`src/rtl/input_debouncer.sv`:
```
// ---------------------------------------------------------------------------
// input_debouncer
//
// Front-end conditioning for the board's raw slide switches and push-buttons.
// Feeds the memory-mapped input read path (io_sw_i / io_btn_i).
//
//   - Two-flop synchroniser on all 36 asynchronous pad inputs.
//   - Per-button stability counter: a button's debounced level only changes
//     after DB_CNT_MAX consecutive cycles of disagreement with the stable level.
//   - Registered one-cycle rise pulse per debounced press (release: no pulse).
//   - Optional sticky press latch, enabled by defining the macro
//     INPUT_DEBOUNCER_LATCH_EN. When enabled, o_btn reports the sticky flag,
//     which is cleared by i_btn_ack; when disabled, o_btn is the debounced
//     level and i_btn_ack is ignored.
//
// Parameters:
//   DB_CNT_MAX     consecutive mismatch cycles before the level flips (>= 1)
//   CNT_W          debounce counter width
//   BTN_ACTIVE_LOW 1: raw button pads read 0 when pressed
//
// Ports:
//   i_clk       clock, all state updates on the rising edge
//   i_rst       synchronous, active-high reset
//   i_sw[31:0]  raw slide-switch pads (asynchronous)
//   i_btn[3:0]  raw push-button pads (asynchronous)
//   i_btn_ack   per-button clear of the sticky flag (latch build only)
//   o_sw        synchronised switches
//   o_btn       button status, 1 = pressed (or sticky flag in latch build)
//   o_btn_rise  one-cycle pulse per debounced press
// ---------------------------------------------------------------------------
module input_debouncer #(
  parameter int DB_CNT_MAX     = 500000,
  parameter int CNT_W          = $clog2(DB_CNT_MAX + 1),
  parameter bit BTN_ACTIVE_LOW = 1'b1
) (
  input  logic        i_clk,
  input  logic        i_rst,
  input  logic [31:0] i_sw,
  input  logic [3:0]  i_btn,
  input  logic [3:0]  i_btn_ack,
  output logic [31:0] o_sw,
  output logic [3:0]  o_btn,
  output logic [3:0]  o_btn_rise
);

  localparam logic [CNT_W-1:0] CNT_LAST = CNT_W'(DB_CNT_MAX - 1);

  // -------------------------------------------------------------------------
  // Synchroniser. Buttons are normalised to pressed = 1 before the first
  // stage, so reset leaves every stage at the "released" value.
  // -------------------------------------------------------------------------
  logic [3:0]  btn_n;
  logic [31:0] sw_s1, sw_s2;
  logic [3:0]  btn_s1, btn_s2;

  assign btn_n = BTN_ACTIVE_LOW ? ~i_btn : i_btn;

  always_ff @(posedge i_clk) begin
    if (i_rst) begin
      sw_s1  <= '0;
      sw_s2  <= '0;
      btn_s1 <= '0;
      btn_s2 <= '0;
    end else begin
      sw_s1  <= i_sw;
      sw_s2  <= sw_s1;
      btn_s1 <= btn_n;
      btn_s2 <= btn_s1;
    end
  end

  assign o_sw = sw_s2;

  // -------------------------------------------------------------------------
  // Debounce and edge detect. Any agreement with the stable level restarts
  // the count, so only an unbroken run of DB_CNT_MAX mismatching cycles
  // flips db. The rise pulse is registered on the same edge that sets db,
  // so it occupies exactly the first cycle db reads 1.
  // -------------------------------------------------------------------------
  logic [3:0]       db;
  logic [CNT_W-1:0] cnt [4];
  logic [3:0]       rise;

  always_ff @(posedge i_clk) begin
    if (i_rst) begin
      db   <= '0;
      rise <= '0;
      for (int b = 0; b < 4; b++) begin
        cnt[b] <= '0;
      end
    end else begin
      for (int b = 0; b < 4; b++) begin
        rise[b] <= 1'b0;
        if (btn_s2[b] == db[b]) begin
          cnt[b] <= '0;
        end else if (cnt[b] == CNT_LAST) begin
          db[b]   <= btn_s2[b];
          cnt[b]  <= '0;
          rise[b] <= btn_s2[b];
        end else begin
          cnt[b] <= cnt[b] + 1'b1;
        end
      end
    end
  end

  assign o_btn_rise = rise;

  // -------------------------------------------------------------------------
  // Status output.
  // -------------------------------------------------------------------------
`ifdef INPUT_DEBOUNCER_LATCH_EN
  // Sticky flag: set by the rise pulse, cleared by ack; set wins when both
  // happen in the same cycle so a fresh press is never lost.
  logic [3:0] stk;

  always_ff @(posedge i_clk) begin
    if (i_rst) begin
      stk <= '0;
    end else begin
      stk <= (stk & ~i_btn_ack) | rise;
    end
  end

  assign o_btn = stk;
`else
  // Ack has no function without the latch; the port is kept so the top
  // level is identical in both builds.
  logic unused_btn_ack;
  assign unused_btn_ack = ^i_btn_ack;

  assign o_btn = db;
`endif

endmodule

```
`config.mk`:
```
export PLATFORM = sky130hd
export DESIGN_NAME = input_debouncer
export DESIGN_NICKNAME = d
export VERILOG_FILES = /design/src/rtl/input_debouncer.sv
export SDC_FILE = /design/constraint.sdc
export NUM_CORES = 1
export LEC_CHECK = 0
export BUFFER_PORTS_ARGS = -buffer_cell sky130_fd_sc_hd__buf_2
export CORE_UTILIZATION = 45
export DETAILED_ROUTE_END_ITERATION = 8
export SYNTH_ARGS = -nofsm -noshare
export SYNTH_HDL_FRONTEND = slang
export SYNTH_SLANG_ARGS = --single-unit
export TNS_END_PERCENT = 10
```
`constraint.sdc`:
```
create_clock -name i_clk -period 2.5 [get_ports i_clk]
set_input_delay 0.5 -clock i_clk [delete_from_list [all_inputs] [get_ports i_clk]]
set_output_delay 0.5 -clock i_clk [all_outputs]
set_load 0.05 [all_outputs]
```
* Word level (Yosys, flattened, before mapping) *
Memory sizes are Yosys's and may differ from the RTL's.
Cells that the tools add are included.

cells by class
  muxes and demuxes = 58
  bitwise operators = 21
  equal/unequal tests = 8
  reduce and logical (&&, ||, !) cells = 8
  $add $sub $neg = 4

operators by type and width
  cell                                           number
  two-way mux 19 bit                             12
  adder 19 x 1 -> 19 bit, second input constant  4
  equality test 19 bit, second input constant    4
  two-way mux 1 bit                              46
  bitwise OR 1 bit                               12
  OR reduction 3 bit                             4
  inverter 1 bit                                 8
  AND reduction 2 bit                            4
  equality test 1 bit                            4
  inverter 4 bit                                 1

storage, ports and cells
  output and inout port bits = 40
  memories kept = 1
  register bits after elaboration = 80
  RAM bits = 76
  word-level logic and storage cells = 112

memory list
  name  words  bits a word  read ports  clocked after Yosys merged registers in  write ports  RTL line  source
  cnt   4      19           4           0                                        4            81        logic [CNT_W-1:0] cnt [4];

* Logic depth before layout (Yosys ltp) *
Gate-level depths: netlist of the first run.

  depth in word-level cells = 7
  depth in mapped cells = 6
  mapped depth without buffers = 5

* Least setup slack after synthesis of the first run *
Ideal clock, no wire load.

  kind = register to register
  from = memory cnt[3][11] (netlist bit)
  to = memory cnt[3][10] (netlist bit) (data pin)
  clock period less this slack = 1.872 ns
  data required time = 2.243 ns
  library setup time = 0.257 ns
  stages on the path, launching flop included = 6
  data arrival time = 1.615 ns
  setup slack = 0.628 ns
  path through = edfxtp_1 nor4_1 nand4_1 o41ai_4 buf_2 nor2_1

RTL lines
  element      RTL line
  from (decl)  81

==> impl_results.md, run 1 <==
- Status: completed
- Die Y: 122 um
- Residual DRC count: 0
- R2r worst-path depth: 4
- R2R Setup Slk: 0.49 ns
- Die X-Extent: 122 um
- 1st-pass router iterations: 4
- Critical path peak fanout: 7
- Worst reg2reg endpoint: cnt[1][18]
- CTS Hold Bufs: 0
- Final period util: 80.6%
- Synth cell count leaders: dfxtp_1, nor2_1, edfxtp_1
- Clk_lat worst skew: 0.42 ns
- Layout area overhead: 23.2%
- H-tree depth: 4
- YS warnings: 0
- Number of buffers created by CTS: 17
- FF+latch count, synth: 156
- Synth area leader: edfxtp_1
- Total global-route track usage: 17.7%
- Largest net degree at the start of global routing: 29
- Global-route wire length before repair: 20200 um
- Synth top area share: 35.3%
- Worst Setup SP: cnt[1][7]
- Vias per cell: 4.84
- 1st-iter DRT viols: 178
- Relative slew slack: 51.4%
- Count leader, synth: dfxtp_1
- # setup viols final: 0
- Worst Tran Pin Value: 0.723 ns
- Row cnt: 43
- Area of the core: 0.0139 mm^2
- Peak VDD IR: 505 uV
- Reg-to-Reg Start: cnt[1][7]
- Initial antenna violation count: 1
- Die area: 0.0149 mm^2
- Critical path arrival: 2.18 ns
- Final Total Pwr: 0.00577 W
- Setup Fix Bufs, Post-CTS: 0
- Post-Route WL: 11900 um
- Fill cells: 1216
- Final Hold Viols: 0
- Max Fclk: 496 MHz
- Maximum clock path buffer count: 2
- Cts repair resizes: 0
- Hold WC Path Type: in -> reg
- Setup Skew: 0.00485 ns
- Vias in the first global route: 4388
- Unrepaired setup endpoints after global routing: false
- Setup TNS: 0 ns
- Crit path to: cnt[1][18]
- Ys flop type: dfxtp_1
- Max cap viols: 0
- Top cells by area, synth: edfxtp_1, dfxtp_1, nor2b_1
- Crit. End Element: flop
- Nets: 801
- CTS tree: yes
- Post-synth ARST share: 0%
- Drt wl/cell: 12.6 um
- CTS root buf: clkbuf_16
- Static Leakage: 3.01 nW
- Count of cell types in the netlist: 43
- Worst-path clk slew: 0.06 ns
- Top Ports: 82
- Detail Route Antenna Nets: 0
- I/O Buffers: 77
- Avg Cell Area, Syn: 10.9 um^2
- Total number of vias: 4586
- Placed wire-length estimate: 8410 um
- CP required: 2.67 ns
- Number of synthesized flops with an enable pin: 76
- Crit start category: flop
- Post-synthesis sequential area ratio: 60.0%
- PD cells: 724 mW/mm^2
- Sink Count: 156
- Share of layout cells above drive strength 1: 16.2%
- Final slew viol count: 0
- Kind of critical path: reg -> reg
- Fin crit period: 2.01 ns
- Synthesized cell area: 0.00647 mm^2
- Initial Util: 46.4%
- Cells after Synth: 594
- GP Congestion: 0.820
- Overflow after GRT: 0
worst min-delay path by stage:
| stage | startpoint | end | slack [ns] | depth (start not counted) |
|---|---|---|---|---|
| final | i_btn[1] | btn_s1[1] | 0.22 | 2 |
| after global routing | i_btn[1] | btn_s1[1] | 0.22 | 2 |
| after CTS | i_btn[1] | btn_s1[1] | 0.21 | 2 |
| after detailed placement | sw_s1[3] | o_sw[3] | 0.42 | 1 |
| after global placement | sw_s1[4] | o_sw[4] | 0.42 | 1 |
| after floorplan | btn_s1[0] | btn_s2[0] | 0.41 | 1 |
logic make-up after synthesis:
logic type	share of synthesized area (%)
other cells	0.0580
buf+inv	2.26
mux	0.155
fa+ha+maj	0.774
flops	60.0
compound gates	3.69
xor+xnor	7.72
simple gates	25.3
layout by cell type (no fill, tap or decap), drive strengths merged, types with 5 or more instances in the layout:
cell,Yosys,final
xor2,13,13
edfxtp,76,76
nand3,29,29
dfxtp,80,80
nor4,25,25
nor2,79,79
nor2b,70,70
buf,8,86
or3,7,7
and3,8,8
xnor2,44,44
a21oi,16,16
o21ai,12,12
nand4,23,23
conb,1,76
nand2,20,20
nor3,14,14
inv,17,18
or4,5,5
clkbuf,11,26
flip-flops by register name, indices dropped and copies added, names as in the netlist:
register and flops:
o_btn 4, btn_s1 4, o_btn_rise 4, cnt 76, btn_s2 4, sw_s1 32
o_sw 32
power breakdown:
| part | switching (W) | internal (W) |
|---|---|---|
| registers | 0.0000756 | 0.00279 |
| logic | 0.000190 | 0.000112 |
| clock network | 0.000986 | 0.00162 |
routing by layer:
layer | track usage (%) | wire (um)
met5 | 0 | 0
met4 | 7.33 | 182
met3 | 5.71 | 616
met2 | 28.1 | 5530
met1 | 22.2 | 5610
stage by stage:
stage	instances	setup slack, ns	utilization (%)	instance area [um^2]	hold slack (ns)
2_1_floorplan	669	0.628	-	6750	0.414
3_3_place_gp	916	0.627	52.7	7350	0.417
3_5_place_dp	916	0.581	52.7	7350	0.420
4_1_cts	947	0.543	57.2	7970	0.207
5_1_grt	947	0.316	57.2	7970	0.216
6_report	948	0.485	57.2	7970	0.223
worst max-delay path, cell delays in order (launching register included):
cell,delay (ns)
edfxtp_1,0.47
nand4_1,0.29
nor4_1,0.69
a31o_2,0.27
a21oi_1,0.05
final cells by class:
| type | count | area (um^2) | area share [%] |
|---|---|---|---|
| Sequential cell | 156 | 3880 | 48.7 |
| Multi-Input combinational cell | 477 | 2720 | 34.1 |
| Clock buffer | 26 | 586 | 7.34 |
| Timing Repair Buffer | 86 | 453 | 5.68 |
| Tap cell | 180 | 225 | 2.82 |
| Inverter | 17 | 63.8 | 0.800 |
| Clock inverter | 5 | 37.5 | 0.471 |
| Antenna cell | 1 | 2.50 | 0.0314 |
(Power assumes the default switching activity.)
==> run 2: changes to the inputs <==
--- a/config.mk
+++ b/config.mk
@@ -5,9 +5,11 @@
 export SDC_FILE = /design/constraint.sdc
 export NUM_CORES = 1
 export LEC_CHECK = 0
+export ABC_AREA = 1
 export BUFFER_PORTS_ARGS = -buffer_cell sky130_fd_sc_hd__buf_2
 export CORE_UTILIZATION = 45
 export DETAILED_ROUTE_END_ITERATION = 8
+export PLACE_DENSITY = 0.67
 export SYNTH_ARGS = -nofsm -noshare
 export SYNTH_HDL_FRONTEND = slang
 export SYNTH_SLANG_ARGS = --single-unit
==> constraint.sdc (replaced) <==
create_clock -name i_clk -period 1.74 [get_ports i_clk]
set_input_delay 0.348 -clock i_clk [delete_from_list [all_inputs] [get_ports i_clk]]
set_output_delay 0.348 -clock i_clk [all_outputs]
set_load 0.05 [all_outputs]
==> impl_results.md, run 2 <==
- Status: completed
- Vias in the first global route: 4950
- Peak VDD IR: 648 uV
- Number of buffers created by CTS: 17
- Avg Cell Area, Syn: 8.07 um^2
- Final slew viol count: 0
- Synth area leader: edfxtp_1
- Total global-route track usage: 17.4%
- Post-synthesis sequential area ratio: 54.6%
- Largest net degree at the start of global routing: 76
- Synthesized cell area: 0.00711 mm^2
- Global-route wire length before repair: 22300 um
- Final period util: 92.5%
- Area of the core: 0.0153 mm^2
- Pre-CTS setup slack: 0.0843 ns
- Cells after Synth: 881
- Initial Util: 46.4%
- Synth cell count leaders: nor2_1, nand2_1, inv_1
- Worst Setup SP: cnt[1][1]
- Residual DRC count: 0
- Setup Fix Bufs, Post-CTS: 0
- CTS root buf: clkbuf_16
- CTS Hold Bufs: 0
- Drt wl/cell: 10.4 um
- Crit. End Element: flop
- Setup Skew: 0.0128 ns
- Synth top area share: 32.1%
- Worst reg2reg endpoint: cnt[1][2]
- Top Ports: 82
- Commonest non-fill, non-tap cells in the layout: nor2_1, nand2_1, inv_1, dfxtp_1, buf_2
- PD cells: 929 mW/mm^2
- Initial antenna violation count: 0
- Kind of critical path: reg -> reg
- 1st-iter DRT viols: 389
- Overflow after GRT: 0
- Worst Tran Pin Value: 0.753 ns
- Vias per cell: 4.36
- Final Total Pwr: 0.00816 W
- FF+latch count, synth: 156
- Post-Route WL: 13400 um
- Detail Route Antenna Nets: 0
- Count of cell types in the netlist: 33
- Placed wire-length estimate: 9800 um
- Setup WS post-layout: 0.130 ns
- Critical path arrival: 1.78 ns
- Sink Count: 156
- Worst hold margin: 0.0773 ns
- Total number of vias: 5610
- Share of layout cells above drive strength 1: 15.3%
- Fin crit period: 1.61 ns
- Max cap viols: 0
- Cts repair resizes: 0
- Top cells by area, synth: edfxtp_1, dfxtp_1, nor2_1
- Die X-Extent: 128 um
- GP Congestion: 0.911
- ANT cells: 0
- Crit start category: flop
- Clk_lat worst skew: 0.42 ns
- Final Hold Viols: 0
- Reg-to-Reg Start: cnt[1][1]
- R2r worst-path depth: 7
- Die area: 0.0163 mm^2
- CP required: 1.91 ns
- # setup viols final: 0
- Commonest non-fill, non-tap cell in the layout: nor2_1
- Count leader, synth: nor2_1
- Die Y: 128 um
- Max FFs per register: 76
- Max Fclk: 621 MHz
- Unrepaired setup endpoints after global routing: true
- Hold WC Path Type: in -> reg
- Maximum clock path buffer count: 2
- Post-synth ARST share: 0%
- Row cnt: 45
- Critical path peak fanout: 8
- Relative slew slack: 49.8%
- I/O Buffers: 77
- CTS tree: yes
- Number of synthesized flops with an enable pin: 76
- Static Leakage: 3.95 nW
- Setup TNS: 0 ns
- R2R Setup Slk: 0.13 ns
- 1st-pass router iterations: 5
- H-tree depth: 4
- Layout area overhead: 23.6%
- Ys flop type: dfxtp_1
- Crit path to: cnt[1][2]
- Worst-path clk slew: 0.06 ns
- YS warnings: 0
- Largest register by flop count: cnt
- Nets: 1110
-- run 2: changes by cell type in the layout (fill, tap and decap cells not counted), sizes merged, moves of 8 or more --
| cell | before | now |
|---|---|---|
| buf | 86 | 102 |
| nor4 | 25 | 0 |
| nand4 | 23 | 14 |
| a21oi | 16 | 29 |
| nor2b | 70 | 0 |
| nand2 | 20 | 183 |
| and3 | 8 | 0 |
| nor2 | 79 | 229 |
| xnor2 | 44 | 8 |
| inv | 18 | 150 |
| nand3 | 29 | 47 |
-- run 2: per-layer routing --
layer / vias to the layer above / GRT usage (%) / part of all wire (%)
met5: - / 0 / 0
met4: 0 / 6.92 / 1.3
met3: 16 / 4.01 / 3.3
met2: 97 / 28.1 / 47
met1: 2471 / 22.7 / 49
li1: 3026 / - / -
-- run 2: cell type report --
class | count | area, um^2
fill | 1440 | 6530
inverter | 140 | 526
clock buffer | 19 | 454
multi-input combinational | 647 | 2940
clock inverter | 13 | 113
sequential | 156 | 3880
timing repair buffer | 102 | 611
tap | 211 | 264
-- run 2: per-stage QoR --
step | instances | utilization [%] | area, um^2
floorplan | 956 | - | 7390
detailed placement | 1256 | 53.4 | 8180
CTS | 1288 | 57.1 | 8750
global placement | 1256 | 53.4 | 8180
finish | 1288 | 57.4 | 8790
global route | 1288 | 57.4 | 8790
-- run 2: report_power, final --
part | switching [W] | leakage (nW) | internal (W)
combinational | 0.000350 | 2.23 | 0.000171
clock | 0.00157 | 0.285 | 0.00197
sequential | 0.0000988 | 1.44 | 0.00400
total | 0.00202 | 3.95 | 0.00614
-- run 2: worst min path at each step --
stage / from / end / slack [ns] / cells after the start
after floorplan: btn_s1[0] / btn_s2[0] / 0.39 / 2
after global placement: sw_s1[5] / o_sw[5] / 0.39 / 2
after detailed placement: btn_s1[0] / btn_s2[0] / 0.39 / 2
after CTS: i_btn[1] / btn_s1[1] / 0.05 / 2
after global routing: i_btn[0] / btn_s1[0] / 0.06 / 2
final: i_btn[1] / btn_s1[1] / 0.08 / 2
-- run 2: kinds of logic (layout without fill, tap and decap cells) --
logic type	Yosys count	after routing	share of synthesized area [%]
simple gates	504	504	30.2
flops	156	156	54.6
buf+inv	153	274	8.59
compound gates	38	38	2.80
xor+xnor	25	25	3.08
fa+ha+maj	4	4	0.704
other cells	1	76	0.0527
-- run 2: critical path, cell delays in order, from the launching register on --
cell and delay (ns):
edfxtp_1 0.37, ha_1 0.24, nand3_4 0.14, nor2_2 0.17, nand3_1 0.13, nand2_2 0.16, buf_12 0.13, nor3_1 0.04
==> run 3: changes to the inputs <==
--- a/config.mk
+++ b/config.mk
@@ -5,7 +5,6 @@
 export SDC_FILE = /design/constraint.sdc
 export NUM_CORES = 1
 export LEC_CHECK = 0
-export ABC_AREA = 1
 export BUFFER_PORTS_ARGS = -buffer_cell sky130_fd_sc_hd__buf_2
 export CORE_UTILIZATION = 45
 export DETAILED_ROUTE_END_ITERATION = 8
==> impl_results.md, run 3 (synthesized netlist as in run 1, its figures left out) <==
- Final Hold Viols: 0
- Critical path arrival: 2.02 ns
- Met3 WL post-DR: 626 um
- Post-Route WL: 12800 um
- Placed wire-length estimate: 9220 um
- Status: finished with violations
- Nets: 867
- Setup WS post-layout: -0.0123 ns
- Worst hold endpoint: btn_s1[3]
- CP required: 2.01 ns
- Placed Cells: 980
- Initial Util: 46.4%
- Unrepaired setup endpoints after global routing: true
- Peak VDD IR: 637 uV
- Share of layout cells above drive strength 1: 26.3%
- Met1 WL: 5920 um
- CTS tree: yes
- PD cells: 959 mW/mm^2
- Vias in the first global route: 4579
- R2r worst-path depth: 5
- Placed instance area: 0.00784 mm^2
- CTS root buf: clkbuf_16
- Total number of vias: 4864
- Reg-to-Reg Start: cnt[3][11]
- Sink Count: 156
- Pre-CTS setup slack: -0.0773 ns
- Worst hold margin: 0.0748 ns
- Global-route wire length before repair: 20500 um
- Max cap viols: 0
- 1st-pass router iterations: 4
- Crit. End Element: flop
- H-tree depth: 4
- Max FFs per register: 76
- CTS Hold Bufs: 0
- Die area: 0.0149 mm^2
- Total global-route track usage: 18.0%
- Vias per cell: 4.80
- R2R Setup Slk: -0.01 ns
- Final Total Pwr: 0.00826 W
- Die Y: 122 um
- Maximum clock path buffer count: 2
- Die X-Extent: 122 um
- I/O Buffers: 77
- Hold Crit Start: i_btn[3]
- Top Ports: 82
- Final slew viol count: 0
- Final period util: 101%
- Commonest non-fill, non-tap cells in the layout: dfxtp_1, nor2_1, buf_2, edfxtp_1, conb_1
- Area of the core: 0.0139 mm^2
- Design area: 0.00861 mm^2
- Clk_lat worst skew: 0.42 ns
- Setup Skew: 0.00711 ns
- Hold WC Path Type: in -> reg
- Static Leakage: 3.35 nW
- Overflow after GRT: 0
- Worst-path clk slew: 0.06 ns
- Largest net degree at the start of global routing: 31
- GP Congestion: 0.884
- Commonest non-fill, non-tap cell in the layout: dfxtp_1
- Critical path peak fanout: 7
- Met2 Wirelength: 6010 um
- Worst reg2reg endpoint: cnt[3][17]
- ANT cells: 0
- Finished Layout Cells: 1014
- Top layer reached by signal wires: met4
- 1st-iter DRT viols: 193
- Largest register by flop count: cnt
- Crit start category: flop
- Multi-input gate area: 0.00287 mm^2
- CP cell instances: buf_6 -> nand3_2 -> or3_4 -> or4_1 -> a21oi_1
- Kind of critical path: reg -> reg
- Hold path cells: 2
- Layout area overhead: 33.1%
- Critical Path Max Stage Delay: 0.47 ns
- Initial antenna violation count: 0
- Detail Route Antenna Nets: 0
- Drt wl/cell: 12.6 um
- Slowest CP cell: or4_1
- Fill cells: 1156
- Row cnt: 43
- Max Fclk: 571 MHz
- # setup viols final: 5
- Fin crit period: 1.75 ns
- Failing checks: negative setup slack
- Residual DRC count: 0
- Number of buffers created by CTS: 17
- Sequential Area: 0.00388 mm^2
-- run 3: cell count changes in the layout (fill, tap and decap cells not counted), sizes merged, moves of 13 or more --
cell   delta
nand2   -163
nor2    -150
inv     -131
nor2b    +70
buf      +50
xnor2    +36
nor4     +25
nand3    -18
a21oi    -13
-- run 3: routing by layer --
metal,track usage [%],up-vias
li1,-,2466
met1,22.6,2271
met2,29.0,109
met3,5.01,18
met4,7.72,0
met5,0,-
-- run 3: how the worst max path moves through the flow --
stage                    start    endpoint  slack, ns  depth (start not counted)
floorplan           cnt[0][10]  cnt[0][10]      -0.10                          5
global placement    cnt[3][11]  cnt[3][17]      -0.03                          5
detailed placement  cnt[3][11]  cnt[3][17]      -0.08                          5
CTS                 cnt[3][11]  cnt[3][17]      -0.03                          5
global route        cnt[3][11]   cnt[3][7]      -0.10                          5
finish              cnt[3][11]  cnt[3][17]      -0.01                          5
-- run 3: cell type report --
class | count | area share (%)
timing repair buffer | 152 | 11.3
inverter | 17 | 0.741
clock inverter | 11 | 0.973
tap | 180 | 2.61
clock buffer | 21 | 5.90
multi-input combinational | 477 | 33.4
sequential | 156 | 45.1
-- run 3: report_power, final --
group / switching (W) / total [W] / internal [W] / leakage [nW]
combinational: 0.000312 / 0.000532 / 0.000219 / 1.60
sequential: 0.0000988 / 0.00410 / 0.00400 / 1.44
clock: 0.00141 / 0.00363 / 0.00222 / 0.303
total: 0.00182 / 0.00826 / 0.00644 / 3.35
-- run 3: per-stage QoR --
stage	util [%]	TNS (ns)
detailed placement	56.3	-0.932
global placement	56.3	-0.0614
finish	61.8	-0.0350
global route	61.8	-2.04
CTS	61.0	-0.138
floorplan	-	-2.62
-- run 3: repair_timing --
item | 4_1_cts | 5_1_grt
setup endpoints to repair | 39 | 76
cloned | 0 | 0
pin swaps | 10 | 13
resized for setup | 13 | 22
setup buffers | 1 | 1
-- run 3: worst max-delay path, delay by kind of cell (launching register included) --
family                 cells  cell delay (ns)
AND/OR/NAND/NOR            3             0.93
buffers and inverters      1             0.12
AO/OA/AOI/OAI              1             0.14
flip-flops                 1             0.40
